--- config.mk ---
export PLATFORM = sky130hd
export DESIGN_NAME = alu_operand_sel_pipe_flat
export DESIGN_NICKNAME = d
export VERILOG_FILES = /design/src/rtl/alu_operand_sel_pipe_if.sv /design/src/rtl/alu_operand_sel_pipe.sv /design/src/flat_wrapper.sv
export SDC_FILE = /design/constraint.sdc
export NUM_CORES = 1
export LEC_CHECK = 0
export ABC_CLOCK_PERIOD_IN_PS = 3700
export BUFFER_PORTS_ARGS = -buffer_cell sky130_fd_sc_hd__buf_2
export CAP_MARGIN = 20
export CORE_MARGIN = 2
export CORE_UTILIZATION = 58
export DETAILED_ROUTE_END_ITERATION = 8
export PLACE_DENSITY = 0.86
export SETUP_SLACK_MARGIN = 0.1
export SLEW_MARGIN = 20
export SYNTH_ARGS = -nofsm -noshare
export SYNTH_HDL_FRONTEND = slang
export SYNTH_SLANG_ARGS = --single-unit
--- constraint.sdc ---
create_clock -name clk -period 3.7 [get_ports clk]
set_input_delay 0.74 -clock clk [delete_from_list [all_inputs] [get_ports clk]]
set_output_delay 0.74 -clock clk [all_outputs]
set_load 0.05 [all_outputs]
--- src/rtl/alu_operand_sel_pipe_if.sv ---
// Handshake and data bus for the execute-stage operand selector.
// The master side drives the sources/selects and consumes operands; the slave side is the selector.
interface alu_operand_sel_pipe_if #(
  parameter int WIDTH = 24,
  parameter int NSRC  = 3,
  parameter int NCH   = 2,
  parameter int CNT_W = 8
);
  localparam int SEL_W = $clog2(NSRC);

  logic [NSRC*WIDTH-1:0] src_data;
  logic [NCH*SEL_W-1:0]  sel;
  logic                  in_valid;
  logic                  in_ready;
  logic                  flush;
  logic [NCH*WIDTH-1:0]  out_data;
  logic [NCH-1:0]        out_sel_err;
  logic                  out_valid;
  logic                  out_ready;
  logic [CNT_W-1:0]      err_count;

  modport master (
    output src_data, sel, in_valid, flush, out_ready,
    input  in_ready, out_data, out_sel_err, out_valid, err_count
  );

  modport slave (
    input  src_data, sel, in_valid, flush, out_ready,
    output in_ready, out_data, out_sel_err, out_valid, err_count
  );
endinterface

--- src/rtl/alu_operand_sel_pipe.sv ---
// Execute-stage operand selector: per-lane NSRC:1 mux at the input, registered
// through a main/skid register pair with valid/ready handshake and error counting.
module alu_operand_sel_pipe #(
  parameter int WIDTH = 24,
  parameter int NSRC  = 3,
  parameter int NCH   = 2,
  parameter int CNT_W = 8
) (
  input  logic                  clk,
  input  logic                  rst_n,
  alu_operand_sel_pipe_if.slave bus
);
  localparam int SEL_W = $clog2(NSRC);

  logic [NCH*WIDTH-1:0] mux_data;
  logic [NCH-1:0]       mux_err;

  logic                 m_valid_q, m_valid_d;
  logic [NCH*WIDTH-1:0] m_data_q,  m_data_d;
  logic [NCH-1:0]       m_err_q,   m_err_d;
  logic                 s_valid_q, s_valid_d;
  logic [NCH*WIDTH-1:0] s_data_q,  s_data_d;
  logic [NCH-1:0]       s_err_q,   s_err_d;
  logic [CNT_W-1:0]     err_cnt_q, err_cnt_d;

  logic accept;

  // Out-of-range selects fall through the loop and keep the zero data / error defaults.
  always_comb begin
    mux_data = '0;
    mux_err  = '1;
    for (int unsigned j = 0; j < NCH; j++) begin
      for (int unsigned k = 0; k < NSRC; k++) begin
        if (bus.sel[j*SEL_W +: SEL_W] == SEL_W'(k)) begin
          mux_data[j*WIDTH +: WIDTH] = bus.src_data[k*WIDTH +: WIDTH];
          mux_err[j]                 = 1'b0;
        end
      end
    end
  end

  assign accept = bus.in_valid && !s_valid_q;

  always_comb begin
    m_valid_d = m_valid_q;
    m_data_d  = m_data_q;
    m_err_d   = m_err_q;
    s_valid_d = s_valid_q;
    s_data_d  = s_data_q;
    s_err_d   = s_err_q;
    err_cnt_d = err_cnt_q;

    if (bus.flush) begin
      m_valid_d = 1'b0;
      s_valid_d = 1'b0;
    end else begin
      if (!m_valid_q || bus.out_ready) begin
        // accept is impossible while S holds a beat, so draining S never loses input.
        if (s_valid_q) begin
          m_valid_d = 1'b1;
          m_data_d  = s_data_q;
          m_err_d   = s_err_q;
          s_valid_d = 1'b0;
        end else begin
          m_valid_d = accept;
          if (accept) begin
            m_data_d = mux_data;
            m_err_d  = mux_err;
          end
        end
      end else if (accept) begin
        s_valid_d = 1'b1;
        s_data_d  = mux_data;
        s_err_d   = mux_err;
      end

      if (accept && (|mux_err) && (err_cnt_q != '1)) begin
        err_cnt_d = err_cnt_q + CNT_W'(1);
      end
    end
  end

  always_ff @(posedge clk or negedge rst_n) begin
    if (!rst_n) begin
      m_valid_q <= 1'b0;
      m_data_q  <= '0;
      m_err_q   <= '0;
      s_valid_q <= 1'b0;
      s_data_q  <= '0;
      s_err_q   <= '0;
      err_cnt_q <= '0;
    end else begin
      m_valid_q <= m_valid_d;
      m_data_q  <= m_data_d;
      m_err_q   <= m_err_d;
      s_valid_q <= s_valid_d;
      s_data_q  <= s_data_d;
      s_err_q   <= s_err_d;
      err_cnt_q <= err_cnt_d;
    end
  end

  assign bus.in_ready    = !s_valid_q;
  assign bus.out_valid   = m_valid_q;
  assign bus.out_data    = m_data_q;
  assign bus.out_sel_err = m_err_q;
  assign bus.err_count   = err_cnt_q;
endmodule

--- src/flat_wrapper.sv ---
// flat-port wrapper written by rule: the top's interface ports become plain ports
module alu_operand_sel_pipe_flat 
#(
  parameter int WIDTH = 24,
  parameter int NSRC  = 3,
  parameter int NCH   = 2,
  parameter int CNT_W = 8
)
  (clk, rst_n, bus_src_data, bus_sel, bus_in_valid, bus_flush, bus_out_ready, bus_in_ready, bus_out_data, bus_out_sel_err, bus_out_valid, bus_err_count);
  alu_operand_sel_pipe_if #(.WIDTH(WIDTH), .NSRC(NSRC), .NCH(NCH), .CNT_W(CNT_W)) bus_i ();
  input  logic clk;
  input  logic rst_n;
  input wire logic [$bits(bus_i.src_data)-1:0] bus_src_data;
  input wire logic [$bits(bus_i.sel)-1:0] bus_sel;
  input wire logic [$bits(bus_i.in_valid)-1:0] bus_in_valid;
  input wire logic [$bits(bus_i.flush)-1:0] bus_flush;
  input wire logic [$bits(bus_i.out_ready)-1:0] bus_out_ready;
  output wire logic [$bits(bus_i.in_ready)-1:0] bus_in_ready;
  output wire logic [$bits(bus_i.out_data)-1:0] bus_out_data;
  output wire logic [$bits(bus_i.out_sel_err)-1:0] bus_out_sel_err;
  output wire logic [$bits(bus_i.out_valid)-1:0] bus_out_valid;
  output wire logic [$bits(bus_i.err_count)-1:0] bus_err_count;
  assign bus_i.src_data = bus_src_data;
  assign bus_i.sel = bus_sel;
  assign bus_i.in_valid = bus_in_valid;
  assign bus_i.flush = bus_flush;
  assign bus_i.out_ready = bus_out_ready;
  assign bus_in_ready = bus_i.in_ready;
  assign bus_out_data = bus_i.out_data;
  assign bus_out_sel_err = bus_i.out_sel_err;
  assign bus_out_valid = bus_i.out_valid;
  assign bus_err_count = bus_i.err_count;
  alu_operand_sel_pipe #(.WIDTH(WIDTH), .NSRC(NSRC), .NCH(NCH), .CNT_W(CNT_W)) u_core (.clk(clk), .rst_n(rst_n), .bus(bus_i));
endmodule
==> impl_metrics.json, run 1 <==
{
  "fin_skew_ns": 0.0122,
  "drt_iter0_drc": 186,
  "die-width_um": 104,
  "synthesis.area_um2": 5830,
  "start_kind": "flip-flop",
  "preCtsSetupSlack_ns": 0.926,
  "cts_max_path_buffers": 2,
  "ys_seq_elements": 110,
  "coreArea_um2": 9770,
  "gp_congestion": 0.897,
  "rsz0062_at_grt": "false",
  "wire_per_inst_um": 19.1,
  "dp_hpwl_um": 9840,
  "syn_nets": 569,
  "hold_class": "flip-flop to flip-flop",
  "dp.cells": 725,
  "areaGrowthSynthToFinish_pct": 15.9,
  "drv_slew": 0,
  "ys.flop_type": "dfrtp_1",
  "grt_pass1_wl_um": 23100,
  "tritoncts.num_buffers": 9,
  "finalHoldViolations": 0,
  "overflow": 0,
  "leakagePower_nw": 3.72,
  "htreeDepth": 3,
  "tritoncts": "yes",
  "ir_drop_v": 0.000402,
  "yosysWarningCount": 0,
  "synth-edff-count": 0,
  "synthTopCellsByArea": "dfrtp_1, mux2i_1, mux2_4",
  "grt_pass1_vias": 4586,
  "setup_ws_ns": 1.36,
  "critical_path_peak_fanout": 16,
  "endpoint_kind": "output port",
  "drc": 0,
  "grt_max_degree": 77,
  "grt_antenna_before_repair": 0,
  "io_buffers": 140,
  "layout_worst_path_cycle_share_pct": 63.2,
  "dieHeight_um": 104,
  "worst-endpoint-required_ns": 2.96,
  "postSynthCellCount": 487,
  "yosysTopAreaCell": "dfrtp_1",
  "p_per_area_nw_per_um2": 520,
  "outcome": "completed",
  "yosysMostFrequentCell": "dfrtp_1",
  "setup_tns_ns": 0,
  "synth_cell_type_count": 31,
  "worst_pin_slew_ns": 0.989,
  "hold_buffers": 0,
  "grtUsageTotal_pct": 26.4,
  "critPathKind": "flip-flop to output port",
  "vias_per_cell": 5.87,
  "antennaDiodeCount": 0,
  "avgSynthCellArea_um2": 12.0,
  "num_rows": 36,
  "period_needed_ns": 2.34,
  "synthTopCellsByCount": "dfrtp_1, mux2i_1, nand2_1",
  "firstDrtPassIters": 5,
  "fmax_ghz": 0.428,
  "crit_arrival_ns": 1.60,
  "synthArstFlopShare_pct": 100,
  "relSlewSlack_pct": 34.1,
  "clock_latency_ns": 0.37,
  "drtAntennaViolNets": 0,
  "start_util_pct": 59.6,
  "nets": 685,
  "final_cells": 741,
  "ios": 141,
  "routed_wl_um": 14200,
  "vias": 4346,
  "cap_violations": 0,
  "setup_violations": 0,
  "cts-root-buf": "clkbuf_8",
  "ys_seq_area_share_pct": 47.2,
  "final_util_pct": 69.1,
  "clk_pin_slew_worst_paths_ns": 0.11,
  "cts_resized": 0,
  "synth_top_area_share_pct": 47.2,
  "dieArea_um2": 10900,
  "cts_sinks": 110,
  "drive_gt1_share_pct": 35.9,
  "post_cts_buffers": 0
}
-- registers in the layout (all words and copies together), names as in the netlist --
name	flops
u_core.bus.err_count	8
u_core.bus.out_sel_err	2
u_core.bus.out_valid	1
u_core.s_valid_q	1
u_core.bus.out_data	48
u_core.s_err_q	2
u_core.s_data_q	48
-- where the power goes --
part / total (mW) / switching, mW / leakage (nW) / internal, mW
Combinational: 1.13 / 0.721 / 2.20 / 0.410
Clock: 0.773 / 0.417 / 0.110 / 0.357
Sequential: 1.60 / 0.157 / 1.41 / 1.45
Total: 3.51 / 1.29 / 3.72 / 2.21
-- logic make-up after synthesis --
logic type	count (synthesis)	share of synthesized area, %
xor gates and xnor gates	7	1.05
adders and majority gates	1	0.215
AOI/OAI and AO/OA	105	12.5
DFF	110	47.2
buffers and inverters	42	4.17
muxes	145	28.9
and+or+nand+nor	77	5.93
-- cell type report --
| class | count | area, µm² |
|---|---|---|
| Timing Repair Buffer | 146 | 761 |
| Fill cell | 759 | 3020 |
| Clock inverter | 5 | 65.1 |
| Tap cell | 133 | 166 |
| Inverter | 1 | 3.75 |
| Sequential cell | 110 | 2750 |
| Clock buffer | 11 | 151 |
| Multi-Input combinational cell | 335 | 2850 |
-- routing by layer --
| layer | track usage (%) | up-vias | share of wire, % |
|---|---|---|---|
| met1 | 36.2 | 2170 | 44 |
| li1 | - | 1999 | - |
| met4 | 6.76 | 0 | 0.83 |
| met2 | 43.2 | 168 | 49 |
| met3 | 5.51 | 9 | 6.8 |
| met5 | 0 | - | 0 |
-- cells in the final DEF (no fill, tap or decap), drive strengths merged --
cell type / synthesis / routed
a21oi: 4 / 4
a221oi: 1 / 1
and2b: 1 / 1
and3: 3 / 3
and4: 1 / 1
buf: 24 / 146
bufinv: 0 / 1
clkbuf: 17 / 11
clkinv: 0 / 3
dfrtp: 110 / 110
ha: 1 / 1
inv: 1 / 2
mux2: 49 / 49
mux2i: 96 / 96
nand2: 58 / 58
nand2b: 2 / 2
nand3: 1 / 1
nand4: 2 / 2
nand4b: 1 / 1
nor2: 3 / 3
nor2b: 2 / 2
nor3: 1 / 1
o21ai: 52 / 52
o2bb2ai: 48 / 48
or3: 1 / 1
or3b: 1 / 1
xnor2: 6 / 6
xor2: 1 / 1
-- stage by stage --
step	total power [mW]	instance area, µm²	hold WS, ns
after floorplan	2.43	5830	0.444
after global placement	2.71	6520	0.460
after detailed placement	2.75	6520	0.465
after CTS	3.51	6740	0.490
after global routing	3.66	6750	0.513
final	3.51	6750	0.482
-- critical path, stage by stage (launching register included) --
cell	delay, ns
dfrtp_1	0.47
inv_2	0.39
buf_2	0.36
-- path summary, 6_finish.rpt --
path                                                     startpoint                                   to  slack [ns]  cells past startpoint
worst max-delay path                   u_core.s_valid_q$_DFFE_PN0P_                         bus_in_ready        1.36                      2
worst min-delay path            u_core.bus.out_data[16]$_DFFE_PN0P_  u_core.bus.out_data[16]$_DFFE_PN0P_        0.48                      2
worst max register to register         u_core.s_valid_q$_DFFE_PN0P_      u_core.s_data_q[25]$_DFFE_PN0P_        1.48                      3
worst min register to register  u_core.bus.out_data[16]$_DFFE_PN0P_  u_core.bus.out_data[16]$_DFFE_PN0P_        0.48                      2
max in group asynchronous                                     rst_n      u_core.s_data_q[44]$_DFFE_PN0P_        2.45                      2
min in group asynchronous                                     rst_n  u_core.bus.out_data[14]$_DFFE_PN0P_        0.51                      1
Power figures use the tool's default switching activity.
==> inputs of run 2 (changes only) <==
Settings changed: ABC_CLOCK_PERIOD_IN_PS 3700 to 2400, CORE_UTILIZATION 58 to 54, PLACE_DENSITY 0.86 to 0.8.
Clock period 3.7 ns to 2.4 ns, I/O delays scaled along.
==> run 2 against run 1 <==
Setup slack lost 0.92 ns. Die area grew 7.1%. Critical path depth grew 2. Core utilization shrank 3.4 points. Highest routed layer unchanged.
==> impl_metrics.json, run 2 (synthesized netlist as in run 1, its figures left out) <==
{
  "combPwrFrac_pct": 32.3,
  "drtAntennaViolNets": 0,
  "ir_drop_v": 0.000584,
  "slowest_stage": "dfrtp_1",
  "outcome": "completed",
  "critPathMaxStageDelay_ns": 0.47,
  "critical_path_peak_fanout": 17,
  "rsz0062_at_grt": "false",
  "final_cells": 753,
  "wl_met2_um": 6570,
  "m1WireLength_um": 6370,
  "relSlewSlack_pct": 62.6,
  "setup_ws_ns": 0.444,
  "tritoncts": "yes",
  "setup_tns_ns": 0,
  "grt_max_degree": 101,
  "p_per_area_nw_per_um2": 787,
  "dp.cells": 737,
  "fmax_ghz": 0.511,
  "fin_skew_ns": 0.0151,
  "coreArea_um2": 10400,
  "critPathKind": "flip-flop to flip-flop",
  "grt_pass1_vias": 4312,
  "htreeDepth": 3,
  "antennaDiodeCount": 0,
  "grtUsageTotal_pct": 24.7,
  "preCtsSetupSlack_ns": 0.362,
  "p_switching_mw": 2.02,
  "internal_power_mw": 3.37,
  "final_util_pct": 65.7,
  "die-width_um": 108,
  "io_buffers": 140,
  "met3WireLength_um": 869,
  "p_seq_share_pct": 45.9,
  "start_util_pct": 55.9,
  "routed_wl_um": 14000,
  "drive_gt1_share_pct": 36.8,
  "ios": 141,
  "tritoncts.num_buffers": 9,
  "drt_iter0_drc": 216,
  "cts_sinks": 110,
  "cap_violations": 0,
  "vias_per_cell": 5.70,
  "worst-endpoint-required_ns": 2.66,
  "areaGrowthSynthToFinish_pct": 17.5,
  "cts_max_path_buffers": 2,
  "drv_slew": 0,
  "nets": 694,
  "cpLargestDelayFamily": "simple AND/OR/NAND/NOR gates",
  "finalHoldViolations": 0,
  "period_needed_ns": 1.96,
  "cp_cell_sequence": "or3b_4 > nand2b_4 > buf_4 > mux2_4",
  "hold_buffers": 0,
  "post_cts_buffers": 0,
  "grt_pass1_wl_um": 22100,
  "layout_worst_path_cycle_share_pct": 81.5,
  "p_clk_share_pct": 21.8,
  "grt_antenna_before_repair": 0,
  "final_common_cell": "buf_2",
  "overflow": 0,
  "routed.top_layer": "met4",
  "num_rows": 37,
  "drc": 0,
  "clock_latency_ns": 0.38,
  "cts_resized": 0,
  "wire_per_inst_um": 18.6,
  "dieArea_um2": 11600,
  "clk_pin_slew_worst_paths_ns": 0.11,
  "dp_hpwl_um": 10100,
  "final_cell_mix": "buf_2, dfrtp_1, mux2i_1",
  "swShare_pct": 37.4,
  "firstDrtPassIters": 4,
  "dieHeight_um": 108,
  "endpoint_kind": "flip-flop",
  "crit_arrival_ns": 2.22,
  "leakagePower_nw": 3.77,
  "setup_violations": 0,
  "cp_num_buf_inv": 1,
  "gp_congestion": 0.794,
  "hold_class": "input pin to asynchronous set/reset pin",
  "cts-root-buf": "clkbuf_8",
  "worst_pin_slew_ns": 0.561,
  "vias": 4294,
  "start_kind": "flip-flop"
}
run 2: cell count changes in the layout (fill, tap and decap cells not counted):
cell	delta
buf_12	+4
clkinv_4	-3
clkbuf_8	-2
nor2b_2	+2
buf_4	+5
clkinv_2	+2
or3_4	-1
or3_2	+1
nor2b_4	-2
inv_8	+1
inv_6	+2
run 2: power groups by stage:
| stage | Clock (mW) | Sequential, mW | Combinational, mW |
|---|---|---|---|
| global route | 1.25 | 2.52 | 1.86 |
| detailed placement | 0 | 2.50 | 1.75 |
| CTS | 1.19 | 2.47 | 1.75 |
| finish | 1.17 | 2.47 | 1.74 |
| floorplan | 0 | 3.05 | 0.689 |
| global placement | 0 | 2.48 | 1.71 |
run 2: layout make-up:
type                            count  area [µm²]
Multi-Input combinational cell    335        2840
Inverter                            1        3.75
Fill cell                         807        3570
Tap cell                          136         170
Timing Repair Buffer              155         878
Clock inverter                      7        77.6
Sequential cell                   110        2750
Clock buffer                        9         124
run 2: per-stage QoR:
step / power [mW] / hold slack (ns) / cell area [µm²]
2_1_floorplan: 3.74 / 0.184 / 5830
5_1_grt: 5.63 / 0.114 / 6840
3_5_place_dp: 4.25 / 0.466 / 6640
4_1_cts: 5.42 / 0.0867 / 6840
6_report: 5.39 / 0.0781 / 6840
3_3_place_gp: 4.19 / 0.460 / 6640
run 2: path summary, 6_finish.rpt:
check | endpoint | slack [ns] | startpoint | cells past startpoint
max reg2reg | u_core.s_data_q[0]$_DFFE_PN0P_ | 0.44 | u_core.s_valid_q$_DFFE_PN0P_ | 4
min in group clk | u_core.bus.out_valid$_DFFE_PN0N_ | 0.27 | bus_flush | 2
max in group asynchronous | u_core.bus.out_data[4]$_DFFE_PN0P_ | 1.59 | rst_n | 2
min | u_core.bus.out_data[32]$_DFFE_PN0P_ | 0.08 | rst_n | 1
min reg2reg | u_core.bus.out_data[17]$_DFFE_PN0P_ | 0.49 | u_core.bus.out_data[17]$_DFFE_PN0P_ | 2
max | u_core.s_data_q[0]$_DFFE_PN0P_ | 0.44 | u_core.s_valid_q$_DFFE_PN0P_ | 4
run 2: routing by layer:
metal	global-route usage, %	up-vias
met2	40.2	147
met5	0	-
met3	4.84	19
met1	33.7	2112
met4	7.14	0
li1	-	2016
